--- src/rtl/imm_encode_seq.sv ---
// ---------------------------------------------------------------------------
// imm_encode_seq
//   Turns a 32-bit constant or a branch target into MIPS I-type instruction
//   words carrying 16-bit immediates, using the shortest sequence possible.
//   Mode 0 loads a constant into rt:
//     - addiu, ori or lui alone when one of them is enough
//     - otherwise the pair lui + ori
//   Mode 1 encodes a PC-relative branch. A target that is not reachable
//   gives one all-zero word with out_err set.
//
// Handshake (both sides): a transfer happens on a rising clk edge where
// valid && ready are both high. The producer holds valid and the payload
// steady until that edge. The consumer may change ready freely.
//
// Parameters
//   USE_ADDIU  nonzero: constants that fit signed 16 bits use addiu
//   PC_INC     byte increment added to in_pc before computing the offset
//
// Ports
//   clk, rst_n           clock, asynchronous active-low reset
//   in_valid / in_ready  request handshake (in_ready high only in IDLE)
//   in_mode              0 = load constant, 1 = encode branch
//   in_data              constant (mode 0) or branch target (mode 1)
//   in_pc                byte address of the branch instruction (mode 1)
//   in_op, in_rs         branch opcode and rs field (mode 1)
//   in_rt                destination register / rt field
//   out_valid/out_ready  output word handshake
//   out_instr            encoded instruction word
//   out_last             final word of the current request
//   out_err              request not encodable (out_instr is zero)
//   dbgState             current FSM state (0 IDLE, 1 EMIT1, 2 EMIT2)
// ---------------------------------------------------------------------------
module imm_encode_seq #(
    parameter int          USE_ADDIU = 1,
    parameter logic [31:0] PC_INC    = 32'd4
) (
    input  logic        clk,
    input  logic        rst_n,
    input  logic        in_valid,
    output logic        in_ready,
    input  logic        in_mode,
    input  logic [31:0] in_data,
    input  logic [31:0] in_pc,
    input  logic [5:0]  in_op,
    input  logic [4:0]  in_rs,
    input  logic [4:0]  in_rt,
    output logic        out_valid,
    input  logic        out_ready,
    output logic [31:0] out_instr,
    output logic        out_last,
    output logic        out_err,
    output logic [1:0]  dbgState
);

    typedef enum logic [1:0] {
        IDLE  = 2'd0,
        EMIT1 = 2'd1,
        EMIT2 = 2'd2
    } stateT;

    localparam logic [5:0] OP_ADDIU = 6'h09;
    localparam logic [5:0] OP_ORI   = 6'h0D;
    localparam logic [5:0] OP_LUI   = 6'h0F;

    stateT       state;
    logic [31:0] secondReg;

    // Combinational classification of the request currently on the inputs.
    // It is only captured on the accepting edge, so the outputs never
    // depend on inputs that change after acceptance.
    logic        fitsSigned16;
    logic [31:0] branchOff;
    logic        branchOk;
    logic [31:0] firstWord;
    logic [31:0] secondWord;
    logic        firstLast;
    logic        reqErr;

    always_comb begin
        // Upper 17 bits all ones or all zeros: addiu's sign extension
        // rebuilds the whole constant.
        fitsSigned16 = (&in_data[31:15]) || ~(|in_data[31:15]);
        branchOff    = in_data - (in_pc + PC_INC);
        // Word aligned and the signed word offset fits 16 bits, i.e. the
        // byte offset sign-extends cleanly from bit 17.
        branchOk     = (branchOff[1:0] == 2'b00) &&
                       (branchOff[31:17] == {15{branchOff[17]}});

        firstWord  = 32'd0;
        secondWord = 32'd0;
        firstLast  = 1'b1;
        reqErr     = 1'b0;

        if (!in_mode) begin
            if ((USE_ADDIU != 0) && fitsSigned16) begin
                firstWord = {OP_ADDIU, 5'd0, in_rt, in_data[15:0]};
            end else if (in_data[31:16] == 16'd0) begin
                firstWord = {OP_ORI, 5'd0, in_rt, in_data[15:0]};
            end else if (in_data[15:0] == 16'd0) begin
                firstWord = {OP_LUI, 5'd0, in_rt, in_data[31:16]};
            end else begin
                firstWord  = {OP_LUI, 5'd0, in_rt, in_data[31:16]};
                secondWord = {OP_ORI, in_rt, in_rt, in_data[15:0]};
                firstLast  = 1'b0;
            end
        end else if (branchOk) begin
            firstWord = {in_op, in_rs, in_rt, branchOff[17:2]};
        end else begin
            reqErr = 1'b1;
        end
    end

    always_ff @(posedge clk or negedge rst_n) begin
        if (!rst_n) begin
            state     <= IDLE;
            secondReg <= 32'd0;
            out_valid <= 1'b0;
            out_instr <= 32'd0;
            out_last  <= 1'b0;
            out_err   <= 1'b0;
        end else begin
            case (state)
                IDLE: begin
                    if (in_valid) begin
                        state     <= EMIT1;
                        out_valid <= 1'b1;
                        out_instr <= firstWord;
                        out_last  <= firstLast;
                        out_err   <= reqErr;
                        secondReg <= secondWord;
                    end
                end
                EMIT1: begin
                    if (out_ready) begin
                        if (out_last) begin
                            state     <= IDLE;
                            out_valid <= 1'b0;
                        end else begin
                            state     <= EMIT2;
                            out_instr <= secondReg;
                            out_last  <= 1'b1;
                        end
                    end
                end
                EMIT2: begin
                    if (out_ready) begin
                        state     <= IDLE;
                        out_valid <= 1'b0;
                    end
                end
                default: begin
                    state     <= IDLE;
                    out_valid <= 1'b0;
                end
            endcase
        end
    end

    assign in_ready = (state == IDLE);
    assign dbgState = state;

endmodule
--- config.mk ---
export PLATFORM = sky130hd
export DESIGN_NAME = imm_encode_seq
export DESIGN_NICKNAME = d
export VERILOG_FILES = /design/src/rtl/imm_encode_seq.sv
export SDC_FILE = /design/constraint.sdc
export NUM_CORES = 1
export LEC_CHECK = 0
export ABC_CLOCK_PERIOD_IN_PS = 2400
export BUFFER_PORTS_ARGS = -buffer_cell sky130_fd_sc_hd__buf_2
export CAP_MARGIN = 20
export CORE_ASPECT_RATIO = 0.9
export CORE_MARGIN = 4
export CORE_UTILIZATION = 45
export CTS_CLUSTER_SIZE = 20
export DETAILED_ROUTE_END_ITERATION = 16
export GPL_TIMING_DRIVEN = 0
export HOLD_SLACK_MARGIN = 0.03
export PLACE_DENSITY = 0.7
export SETUP_SLACK_MARGIN = 0.1
export SYNTH_ARGS = -nofsm -noshare
export SYNTH_HDL_FRONTEND = slang
export SYNTH_SLANG_ARGS = --single-unit
--- constraint.sdc ---
create_clock -name clk -period 2.4 [get_ports clk]
set_input_delay 0.24 -clock clk [delete_from_list [all_inputs] [get_ports clk]]
set_output_delay 0.24 -clock clk [all_outputs]
set_load 0.01 [all_outputs]
==> metrics.txt <==
run status=complete, but fails checks; failing checks=negative setup slack; Leak Pwr=4.01 nW; Post-route DRC=0; element type at the critical path end=flip-flop; Post-DP Area=6740 um^2; fin area=8510 um^2; Die W=128 um; Fill cells=975; Setup-failing EPs final=33; pre-CTS WS=-1760 ps; Critical Path Start=in_data[10]; H-tree levels=3; Final ANT Viol Nets=0; vias=6,506; Fmax=0.287 GHz; largest net degree at the start of global routing=32; synth warn=0; Max Cap Viol=0; # rows=39; register area share after synthesis=25.3%; first-pass GRT wire length=31,600 um; drt first pass iters=6; vias per cell=6.04; post-synth top area cell=dfrtp_1; main flop type after synthesis=dfrtp_1; Seq cells post-synth=59; Crit Path Max Fanout=5; share of layout cells above drive strength 1=40.0%; Slew Viols, Final=0; WL/cell=19.7 um; Worst-Margin Slew=729 ps; Detailed Route Iter0 Violations=737; core area=12,700 um^2; clk sink count=59; die area=14,900 um^2; Root Buffer=clkbuf_16; Initial Util=46.0%; Post-Synthesis Cell Area=5830 um^2; crit path capture=out_instr[2]; Reg clk slew, reported paths=50 ps; instance count on the critical path=17; vias in the first global route=6,056; Synth top area share=25.3%; reg2reg end=out_instr[11]; Synth Instances=718; Post-Route Utilization=67.1%; largest stage delay on the critical path=540 ps; CP delay by family, top=simple AND/OR/NAND/NOR gates; Crit path required time=2650 ps; R2R Path Start=dbgState[1]; P per Cell Area=827 nW/um^2; startpoint types=input port; CP arrival=3730 ps; Max clock buf depth=2; number of flops mapped to enable cells by yosys=0; RSZ-0062 raised after global routing=yes; final WL=21,300 um; commonest non-fill, non-tap cell in the layout=buf_2; All-Layer GR Usage=26.9%; most frequent cells in the layout=100 x buf_2, 73 x inv_1, 63 x nand2_1; area occupied by multi-input gates=4610 um^2; WS Path Type=in2reg; distinct cell type count after synthesis=71; CP cell instances=buf_4 > inv_2 > ha_4 > inv_2 > ha_4 > nand2_2 > o21a_1 > or4_4 > o211ai_1 > mux2i_1 > a311o_1 > o2111ai_4 > nor4_4 > nand4_4 > buf_12 > buf_12 > o211ai_2; later-pin clock latency in the skew report=330 ps; Synth Net Count=865; Area growth syn-to-layout=45.9%; Synth Area per Inst=8.12 um^2; clock skew=5.82 ps; top cells by area, synth=dfrtp_1 25%, ha_1 13%, inv_1 6.1%; total CTS buffers=9; Power Total=7.04 mW; hold crit path type=in2reg; Worst Path Buf+Inv=5; cells on worst reg2reg path=7; GR Overflow Total=0; final-stage net count=1,057; diode count=0; final setup margin=-1090 ps; R2R Setup Slk=50 ps; gpl congestion=0.955; async set or reset register ratio after synthesis=100%; num ports=123; Sequential Area=1480 um^2; Final Hold Viols=0; Rel. slew slack=51.4%; die height=116 um; maximum vdd drop=0.000475 V; initial antenna violation count=0; Detail Placement HPWL=14,600 um; Final Critical Period=3490 ps; Port Buffers=121; CP max stage cell=or4_4; CTS tree=done; final period utilization=145%
[power by group]
part	internal, mW	total, mW	switching, mW
Combinational	1.68	3.94	2.26
Clock	0.958	1.41	0.448
Sequential	1.41	1.70	0.296
[worst min-delay path by stage]
| stage | start | endpoint | slack, ps | depth (start not counted) |
|---|---|---|---|---|
| 2_1_floorplan | rst_n | dbgState[0] | -60 | 0 |
| 3_3_place_gp | out_instr[31] | out_instr[31] | 460 | 2 |
| 3_5_place_dp | rst_n | out_instr[24] | 320 | 1 |
| 4_1_cts | in_rt[3] | secondReg[24] | 150 | 2 |
| 5_1_grt | in_rt[3] | secondReg[24] | 160 | 2 |
| 6_report | in_rt[4] | secondReg[25] | 150 | 2 |
[per-layer routing]
metal	wire (um)	part of all wire (%)	GRT usage [%]	vias to the layer above
met5	0	0	0	-
met4	782	3.7	8.70	0
met3	1900	8.9	5.02	68
met2	9930	47	44.5	372
met1	8670	41	35.6	3099
li1	-	-	-	2967
[layout make-up]
| cell class | instances | area share (%) |
|---|---|---|
| tap | 164 | 2.41 |
| sequential | 59 | 17.3 |
| timing repair buffer | 183 | 15.1 |
| buffer | 35 | 2.79 |
| multi-input combinational | 527 | 54.2 |
| clock buffer | 11 | 2.97 |
| clock inverter | 4 | 0.867 |
| inverter | 95 | 4.34 |
[synth_stat cells, types with 15 or more instances]
library cell / number
dfrtp_1: 59
o211ai_1: 21
ha_1: 61
o21ai_2: 15
o21ai_0: 44
mux2i_1: 17
a21oi_1: 44
nor2_1: 33
xnor2_1: 16
nand2_1: 70
a22o_1: 21
a21o_1: 17
inv_1: 95
clkbuf_1: 25
[metrics by stage]
stage          setup TNS (ps)  hold WS [ps]  instances
2_1_floorplan          -27820         -55.6        718
3_3_place_gp           -63450           463       1003
3_5_place_dp           -65700           321       1004
4_1_cts                -30750           147       1061
5_1_grt                -36760           160       1078
6_report               -32630           150       1078
[sequential cells by signal, summed over array words and instances, names as in the netlist]
| register | cells |
|---|---|
| out_instr | 32 |
| out_last | 1 |
| out_valid | 1 |
| dbgState | 2 |
| out_err | 1 |
| secondReg | 22 |
[cells by family after synthesis]
| group | share of synthesized area [%] |
|---|---|
| AO/OA/AOI/OAI | 28.8 |
| buffers and inverters | 9.20 |
| XOR/XNOR | 4.05 |
| flip-flops | 25.3 |
| multiplexers | 3.69 |
| AND/OR/NAND/NOR | 15.5 |
| adder cells (fa/ha/maj) | 13.4 |
[timing repair]
action,CTS,global route
pin swaps,49,65
setup endpoints to repair,56,53
resized for setup,124,94
hold buffers,1,0
endpoints found under the hold margin,28,0
buffers inserted,40,21
gates cloned,2,0
Power figures use the tool's default switching activity.
